`src/rtl/cla_nibble_seq_if.sv`:
```
// Handshake and operand/result bundle for cla_nibble_seq.
// The ovf signal exists only when CLA_NIBBLE_SEQ_OVF_EN is defined.
interface cla_nibble_seq_if #(
    parameter int W = 16
);
    logic         in_valid;
    logic         in_ready;
    logic [W-1:0] a;
    logic [W-1:0] b;
    logic         cin;
    logic         out_valid;
    logic         out_ready;
    logic [W-1:0] sum;
    logic         cout;
`ifdef CLA_NIBBLE_SEQ_OVF_EN
    logic         ovf;

    modport master (output in_valid, a, b, cin, out_ready,
                    input  in_ready, out_valid, sum, cout, ovf);
    modport slave  (input  in_valid, a, b, cin, out_ready,
                    output in_ready, out_valid, sum, cout, ovf);
`else
    modport master (output in_valid, a, b, cin, out_ready,
                    input  in_ready, out_valid, sum, cout);
    modport slave  (input  in_valid, a, b, cin, out_ready,
                    output in_ready, out_valid, sum, cout);
`endif
endinterface

```
`src/rtl/cla_nibble_seq.sv`:
```
// W-bit adder that reuses one 4-bit carry-lookahead slice, one nibble per cycle, LSB first.
// Define CLA_NIBBLE_SEQ_OVF_EN to add the registered signed-overflow output.
module cla #(
    parameter int n = 4
) (
    input  logic [n-1:0] a,
    input  logic [n-1:0] b,
    input  logic         ci,
    output logic [n-1:0] s,
    output logic         gen,
    output logic         prop
);
    logic [n-1:0] g, p;
    logic         gk, pk, cc;

    // Each bit carry is expanded from the prefix group g/p and ci, not rippled.
    always_comb begin
        g  = a & b;
        p  = a ^ b;
        s  = '0;
        gk = 1'b0;
        pk = 1'b1;
        cc = ci;
        for (int i = 0; i < n; i++) begin
            s[i] = p[i] ^ cc;
            gk   = g[i] | (p[i] & gk);
            pk   = pk & p[i];
            cc   = gk | (pk & ci);
        end
        gen  = gk;
        prop = pk;
    end
endmodule

module cla_nibble_seq #(
    parameter int W = 16
) (
    input logic           clk,
    input logic           rst_n,
    cla_nibble_seq_if.slave bus
);
    localparam int N  = W / 4;
    localparam int IW = (N > 1) ? $clog2(N) : 1;

    typedef enum logic [1:0] {IDLE, RUN, DONE} state_t;

    state_t        state;
    logic [W-1:0]  a_q, b_q, sum_q;
    logic          carry_reg, cout_q, in_ready_q, out_valid_q;
    logic [IW-1:0] idx;
    logic [3:0]    a_nib, b_nib, s;
    logic          gen, prop, cout_next, last;

    assign a_nib     = a_q[{idx, 2'b00} +: 4];
    assign b_nib     = b_q[{idx, 2'b00} +: 4];
    assign cout_next = gen | (prop & carry_reg);
    assign last      = (idx == IW'(N - 1));

    cla #(.n(4)) u_cla (
        .a    (a_nib),
        .b    (b_nib),
        .ci   (carry_reg),
        .s    (s),
        .gen  (gen),
        .prop (prop)
    );

`ifdef CLA_NIBBLE_SEQ_OVF_EN
    logic ovf_q;
    assign bus.ovf = ovf_q;
`endif

    always_ff @(posedge clk or negedge rst_n) begin
        if (!rst_n) begin
            state       <= IDLE;
            a_q         <= '0;
            b_q         <= '0;
            sum_q       <= '0;
            carry_reg   <= 1'b0;
            cout_q      <= 1'b0;
            idx         <= '0;
            in_ready_q  <= 1'b1;
            out_valid_q <= 1'b0;
`ifdef CLA_NIBBLE_SEQ_OVF_EN
            ovf_q       <= 1'b0;
`endif
        end else begin
            case (state)
                IDLE: if (bus.in_valid) begin
                    a_q        <= bus.a;
                    b_q        <= bus.b;
                    carry_reg  <= bus.cin;
                    idx        <= '0;
                    in_ready_q <= 1'b0;
                    state      <= RUN;
                end
                RUN: begin
                    sum_q[{idx, 2'b00} +: 4] <= s;
                    carry_reg                <= cout_next;
                    if (last) begin
                        cout_q      <= cout_next;
`ifdef CLA_NIBBLE_SEQ_OVF_EN
                        // s[3]^a^b recovers the carry into the MSB.
                        ovf_q       <= cout_next ^ (s[3] ^ a_q[W-1] ^ b_q[W-1]);
`endif
                        idx         <= '0;
                        out_valid_q <= 1'b1;
                        state       <= DONE;
                    end else begin
                        idx <= idx + 1'b1;
                    end
                end
                DONE: if (bus.out_ready) begin
                    out_valid_q <= 1'b0;
                    in_ready_q  <= 1'b1;
                    state       <= IDLE;
                end
                default: begin
                    out_valid_q <= 1'b0;
                    in_ready_q  <= 1'b1;
                    state       <= IDLE;
                end
            endcase
        end
    end

    assign bus.in_ready  = in_ready_q;
    assign bus.out_valid = out_valid_q;
    assign bus.sum       = sum_q;
    assign bus.cout      = cout_q;
endmodule

```
`src/flat_wrapper.sv`:
```
// flat-port wrapper written by rule: the top's interface ports become plain ports
module cla_nibble_seq_flat 
#(
    parameter int W = 16
)
  (clk, rst_n, bus_in_valid, bus_a, bus_b, bus_cin, bus_out_ready, bus_in_ready, bus_out_valid, bus_sum, bus_cout);
  cla_nibble_seq_if #(.W(W)) bus_i ();
  input logic clk;
  input logic rst_n;
  input wire logic [$bits(bus_i.in_valid)-1:0] bus_in_valid;
  input wire logic [$bits(bus_i.a)-1:0] bus_a;
  input wire logic [$bits(bus_i.b)-1:0] bus_b;
  input wire logic [$bits(bus_i.cin)-1:0] bus_cin;
  input wire logic [$bits(bus_i.out_ready)-1:0] bus_out_ready;
  output wire logic [$bits(bus_i.in_ready)-1:0] bus_in_ready;
  output wire logic [$bits(bus_i.out_valid)-1:0] bus_out_valid;
  output wire logic [$bits(bus_i.sum)-1:0] bus_sum;
  output wire logic [$bits(bus_i.cout)-1:0] bus_cout;
  assign bus_i.in_valid = bus_in_valid;
  assign bus_i.a = bus_a;
  assign bus_i.b = bus_b;
  assign bus_i.cin = bus_cin;
  assign bus_i.out_ready = bus_out_ready;
  assign bus_in_ready = bus_i.in_ready;
  assign bus_out_valid = bus_i.out_valid;
  assign bus_sum = bus_i.sum;
  assign bus_cout = bus_i.cout;
  cla_nibble_seq #(.W(W)) u_core (.clk(clk), .rst_n(rst_n), .bus(bus_i));
endmodule
```
`config.mk`:
```
export PLATFORM = sky130hd
export DESIGN_NAME = cla_nibble_seq_flat
export DESIGN_NICKNAME = d
export VERILOG_FILES = /design/src/rtl/cla_nibble_seq_if.sv /design/src/rtl/cla_nibble_seq.sv /design/src/flat_wrapper.sv
export SDC_FILE = /design/constraint.sdc
export NUM_CORES = 1
export LEC_CHECK = 0
export ABC_AREA = 1
export CORE_AREA = 3 3 87 89
export DETAILED_ROUTE_END_ITERATION = 8
export DIE_AREA = 0 0 90 92
export PLACE_DENSITY = 0.69
export SYNTH_ARGS = -nofsm -noshare
export SYNTH_HDL_FRONTEND = slang
export SYNTH_SLANG_ARGS = --single-unit
export TNS_END_PERCENT = 20
```
`constraint.sdc`:
```
create_clock -name clk -period 6.1 [get_ports clk]
set_input_delay 1.22 -clock clk [delete_from_list [all_inputs] [get_ports clk]]
set_output_delay 1.22 -clock clk [all_outputs]
set_load 0.02 [all_outputs]
```
==> flow_metrics.env, run 1 <==
export IMPL_routedWlPerCell_um=12.3
export IMPL_die_width_um=90
export IMPL_layout_setup_ws_ps=3220
export IMPL_async_reset_ff_share_pct=100
export IMPL_synth_edff_count=0
export IMPL_slew_headroom_pct=44.9
export IMPL_path_max_fanout=27
export IMPL_cts_sinks=56
export IMPL_postCtsHoldBufs=0
export IMPL_placedCellCount=462
export IMPL_endpoint_kind="flip-flop"
export IMPL_yosys_warnings=0
export IMPL_post_route_drc_count=0
export IMPL_p_int_mw=0.987
export IMPL_synth_ff_type="dfrtp_1"
export IMPL_drv_slew=0
export IMPL_synth_compound_area_share_pct=9.34
export IMPL_period_share_pct=47.2
export IMPL_globalRoute_totalOverflow=0
export IMPL_synthSimpleGateAreaFrac_pct=27.2
export IMPL_synthAdderAreaFrac_pct=5.42
export IMPL_grt_start_max_net_pins=57
export IMPL_via_count=2207
export IMPL_die_area_sq_um=8280
export IMPL_p_seq_share_pct=35.6
export IMPL_hold_class="reg -> reg"
export IMPL_via_per_inst=4.70
export IMPL_syn_area_sq_um=2680
export IMPL_synthToLayoutAreaGrowth_pct=26.2
export IMPL_grt_use_total_pct=14.6
export IMPL_grt_pass1_wl_mm=10.0
export IMPL_drive_gt1_share_pct=6.42
export IMPL_seq_area_frac_synth_pct=52.3
export IMPL_place_congestion=0.844
export IMPL_die_h_um=92
export IMPL_port_buffers=55
export IMPL_ctsRootBufferMaster="clkbuf_8"
export IMPL_dp_hpwl_mm=4.19
export IMPL_h_tree_depth=2
export IMPL_hold_violations=0
export IMPL_cts_made_buffers=5
export IMPL_drv_cap=0
export IMPL_rows=30
export IMPL_required_ps=6350
export IMPL_switching_power_mw=0.842
export IMPL_cts_setup_buffers=0
export IMPL_core_area_sq_um=6830
export IMPL_stdcell_count=470
export IMPL_max_vdd_ir_drop_mv=0.175
export IMPL_whs_ps=481
export IMPL_synth_cell_types=27
export IMPL_grt_pass1_vias=2195
export IMPL_powerDensity_nw_per_um2=541
export IMPL_finalClockSkew_ps=11.8
export IMPL_comb_power_share_pct=53.7
export IMPL_cp_arrival_ps=3130
export IMPL_design_final_nets=421
export IMPL_rsz0062_at_grt="no"
export IMPL_netSwitchingFraction_pct=46.0
export IMPL_synth_top_family_by_area="simple AND/OR/NAND/NOR gates"
export IMPL_pwr_share_clk_pct=10.8
export IMPL_clk_path_buf_depth=2
export IMPL_synthesis_nets=368
export IMPL_antenna_found_initial=0
export IMPL_drtPass1Iterations=4
export IMPL_synth_xor_area_share_pct=0.327
export IMPL_placed_area_sq_um=3300
export IMPL_cts_tree="built"
export IMPL_postSynthAreaPerCell_sq_um=8.38
export IMPL_post_cts_resized=0
export IMPL_clkTransAtPathRegs_ps=100
export IMPL_p_leak_nw=1.65
export IMPL_fin_crit_ps=2880
export IMPL_diodes=0
export IMPL_initial_core_util_pct=39.2
export IMPL_setup_viol=0
export IMPL_postRouteAntennaNets=0
export IMPL_routed_wl_mm=5.76
export IMPL_clk_latency_ps=300
export IMPL_max_freq_ghz=0.347
export IMPL_place_ws_ps=2960
export IMPL_fin_area_sq_um=3380
export IMPL_muxShareOfSynthArea_pct=0.420
export IMPL_ys_seq_elements=56
export IMPL_path_class="reg -> reg"
export IMPL_worst_pin_slew_ps=827
export IMPL_synthCells=320
export IMPL_status="complete, no violations"
export IMPL_io_pins=56
export IMPL_fin_setup_tns_ps=0
export IMPL_cp_start_kind="flip-flop"
export IMPL_initialDrtViolationCount=124
[per-stage QoR]
stage	total power, mW	util (%)
finish	1.83	49.5
global route	2.02	49.5
CTS	1.84	49.5
detailed placement	1.64	48.3
global placement	1.61	48.3
floorplan	1.34	-
[cells in the mapped netlist (2+ instances only)]
library cell / number / area (sq um)
inv_1: 14 / 52.6
nor2_4: 2 / 22.5
o21ai_0: 33 / 165
o31ai_1: 2 / 15.0
nor2_1: 21 / 78.8
buf_2: 6 / 30.0
nand2_4: 2 / 22.5
nand3_1: 9 / 45.0
nand4_1: 2 / 12.5
nor3_1: 3 / 15.0
nand2_1: 130 / 488
inv_2: 4 / 15.0
nand2_2: 3 / 18.8
ha_1: 10 / 125
buf_4: 3 / 22.5
o21ai_1: 4 / 20.0
o22ai_1: 8 / 50.1
dfrtp_1: 55 / 1380
[per-layer routing]
| metal | global-route usage (%) | wire length [um] |
|---|---|---|
| met1 | 18.6 | 2640 |
| met2 | 24.8 | 2830 |
| met3 | 3.20 | 246 |
| met4 | 4.59 | 46 |
| met5 | 0 | 0 |
[power by group through the flow]
stage	logic, mW	registers, mW	clock network [mW]
after floorplan	0.678	0.664	0
after global placement	0.959	0.652	0
after detailed placement	0.981	0.659	0
after CTS	0.985	0.652	0.205
after global routing	1.13	0.677	0.214
final	0.982	0.651	0.197
[critical path: stages (launching register included)]
cell	delay, ps
dfrtp_1	890
inv_2	340
o21ai_0	250
o22ai_1	110
ha_1	370
nand2_1	80
nand2_1	70
nand2_1	90
nand3_1	80
nand2_1	110
nand2_1	90
nor2_1	140
nand3_1	90
nand2_1	100
[layout make-up]
class / count / area, sq um
Multi-Input combinational cell: 235 / 1140
Clock inverter: 1 / 8.76
Clock buffer: 7 / 76.3
Timing Repair Buffer: 56 / 553
Tap cell: 96 / 120
Fill cell: 682 / 3450
Sequential cell: 56 / 1400
Inverter: 19 / 76.3
[path summary, 6_finish.rpt]
check	cells past startpoint	to	slack (ps)	from
setup reg to reg	13	u_core.bus.sum[7]	3220	u_core.idx[0]
min in group asynchronous	2	u_core.a_q[2]	1040	rst_n
hold reg to reg	2	u_core.b_q[6]	480	u_core.b_q[6]
hold / removal	2	u_core.b_q[6]	480	u_core.b_q[6]
max in group asynchronous	2	u_core.b_q[10]	4600	rst_n
setup / recovery	13	u_core.bus.sum[7]	3220	u_core.idx[0]
[cells in the final DEF (no fill, tap or decap)]
cell type        synthesis  layout
nand2_1                130     130
dfrtp_1                 55      55
clkdlybuf4s50_1          0      54
o21ai_0                 33      33
nor2_1                  21      21
inv_1                   14      14
ha_1                    10      10
nand3_1                  9       9
o22ai_1                  8       8
clkbuf_8                 0       5
inv_2                    4       4
o21ai_1                  4       4
nand2_2                  3       3
nor3_1                   3       3
nand2_4                  2       2
nand4_1                  2       2
nor2_4                   2       2
o31ai_1                  2       2
clkbuf_1                 1       2
nor2_2                   1       1
inv_6                    1       1
mux2_2                   1       1
nand3b_1                 1       1
xnor2_1                  1       1
nand4_2                  1       1
fa_1                     1       1
clkinv_4                 0       1
buf_2                    6       1
buf_4                    3       1
dfstp_2                  1       1
[kinds of logic after synthesis]
kind of cell	after synthesis
and+or+nand+nor	175
DFF	56
AOI/OAI and AO/OA	47
buffers and inverters	29
adders and majority gates	11
xor gates and xnor gates	1
muxes	1
(Power assumes the default switching activity.)
==> inputs of run 2 (changes only) <==
Settings changed: PLACE_DENSITY 0.69 to 0.71.
Clock period 6.1 ns to 2.4 ns, I/O delays scaled along.
==> flow_metrics.env, run 2 (synthesis gave the netlist of run 1 again) <==
export IMPL_status="complete, no violations"
export IMPL_fin_crit_ps=2150
export IMPL_cts_tree="built"
export IMPL_cts_sinks=56
export IMPL_p_leak_nw=1.68
export IMPL_fillerInstances=680
export IMPL_pwr_share_clk_pct=11.0
export IMPL_worst_r2r_setup_slack_ps=250
export IMPL_path_max_fanout=14
export IMPL_placedCellCount=467
export IMPL_die_h_um=92
export IMPL_drtPass1Iterations=4
export IMPL_cp_start_kind="flip-flop"
export IMPL_worst_pin_slew_ps=660
export IMPL_seq_area_sq_um=1400
export IMPL_grt_pass1_vias=2246
export IMPL_die_area_sq_um=8280
export IMPL_dp_hpwl_mm=4.58
export IMPL_drv_slew=0
export IMPL_rsz0062_at_grt="no"
export IMPL_setup_viol=0
export IMPL_clkTransAtPathRegs_ps=90
export IMPL_via_per_inst=4.73
export IMPL_whs_ps=192
export IMPL_switching_power_mw=2.19
export IMPL_place_congestion=0.966
export IMPL_fin_area_sq_um=3440
export IMPL_core_area_sq_um=6830
export IMPL_cts_made_buffers=5
export IMPL_netSwitchingFraction_pct=45.8
export IMPL_postRouteAntennaNets=0
export IMPL_synthToLayoutAreaGrowth_pct=28.3
export IMPL_design_final_nets=426
export IMPL_cp_arrival_ps=2350
export IMPL_hold_class="in -> async"
export IMPL_clk_latency_ps=310
export IMPL_final_common_cell="nand2_1"
export IMPL_grt_start_max_net_pins=35
export IMPL_drive_gt1_share_pct=7.65
export IMPL_powerDensity_nw_per_um2=1390
export IMPL_grt_pass1_wl_mm=10.6
export IMPL_globalRoute_totalOverflow=0
export IMPL_via_count=2245
export IMPL_r2r_start="u_core.idx[0]"
export IMPL_max_freq_ghz=0.465
export IMPL_grt_use_total_pct=15.6
export IMPL_stdcell_count=475
export IMPL_path_class="reg -> reg"
export IMPL_p_seq_share_pct=33.6
export IMPL_diodes=0
export IMPL_cts_setup_buffers=0
export IMPL_max_vdd_ir_drop_mv=0.611
export IMPL_post_route_util_pct=50.3
export IMPL_initial_core_util_pct=39.2
export IMPL_multi_input_area_sq_um=1140
export IMPL_r2r_cells=11
export IMPL_post_route_drc_count=0
export IMPL_layout_common_cells="130 x nand2_1, 55 x dfrtp_1, 54 x clkdlybuf4s50_1"
export IMPL_port_buffers=55
export IMPL_postCtsHoldBufs=0
export IMPL_hold_violations=0
export IMPL_routed_wl_mm=5.99
export IMPL_placed_area_sq_um=3350
export IMPL_slew_headroom_pct=56.0
export IMPL_p_int_mw=2.59
export IMPL_initialDrtViolationCount=126
export IMPL_antenna_found_initial=0
export IMPL_fin_setup_tns_ps=0
export IMPL_required_ps=2600
export IMPL_post_cts_resized=0
export IMPL_finalClockSkew_ps=6.85
export IMPL_comb_power_share_pct=55.4
export IMPL_die_width_um=90
export IMPL_routedWlPerCell_um=12.6
export IMPL_period_share_pct=89.5
export IMPL_endpoint_kind="flip-flop"
export IMPL_ctsRootBufferMaster="clkbuf_8"
export IMPL_rows=30
export IMPL_h_tree_depth=2
export IMPL_r2r_end="u_core.bus.cout"
export IMPL_clk_path_buf_depth=2
export IMPL_io_pins=56
export IMPL_drv_cap=0
run 2: cell types whose count changed in the layout (fill, tap and decap cells not counted), sizes merged:
cell,previous run,this run
clkbuf,7,8
buf,2,7
clkinv,1,0
run 2: worst max-delay path by stage:
stage	to	slack (ps)	start	cells past startpoint
after floorplan	u_core.bus.cout	360	u_core.idx[0]	12
after global placement	u_core.bus.sum[5]	400	u_core.idx[0]	8
after detailed placement	u_core.bus.cout	300	u_core.idx[0]	11
after CTS	u_core.bus.cout	270	u_core.idx[0]	11
after global routing	u_core.bus.sum[7]	30	u_core.idx[0]	13
final	u_core.bus.cout	250	u_core.idx[0]	11
run 2: final cells by class:
type / count / share of cell area (%)
tap: 96 / 3.49
inverter: 19 / 2.29
multi-input combinational: 235 / 33.3
timing repair buffer: 61 / 17.5
sequential: 56 / 40.8
clock buffer: 8 / 2.62
run 2: through the flow:
stage / power (mW) / setup WS, ps
final: 4.78 / 251
after global routing: 5.26 / 31.1
after CTS: 4.79 / 273
after detailed placement: 4.26 / 295
after global placement: 4.16 / 405
after floorplan: 3.41 / 361
run 2: routing by layer:
| layer | wire length [um] | GRT usage, % | up-vias |
|---|---|---|---|
| met5 | 0 | 0 | - |
| met4 | 116 | 5.36 | 0 |
| met3 | 342 | 3.45 | 9 |
| met2 | 2800 | 25.2 | 64 |
| met1 | 2730 | 20.8 | 1036 |
| li1 | - | - | 1136 |
run 2: power by group through the flow:
stage / Sequential [mW] / Clock, mW / Combinational [mW]
5_1_grt: 1.65 / 0.577 / 3.03
6_report: 1.61 / 0.527 / 2.65
2_1_floorplan: 1.69 / 0 / 1.72
3_5_place_dp: 1.62 / 0 / 2.64
4_1_cts: 1.60 / 0.538 / 2.65
3_3_place_gp: 1.61 / 0 / 2.55
run 2: critical path: stages, from the launching register on:
cell and delay, ps:
dfrtp_1 430, buf_4 200, o21ai_0 200, o22ai_1 110, ha_1 360, nand2_1 80
nand2_1 60, nand2_1 70, nand3_1 70, nand2_1 90, nand2_1 80, mux2_2 270
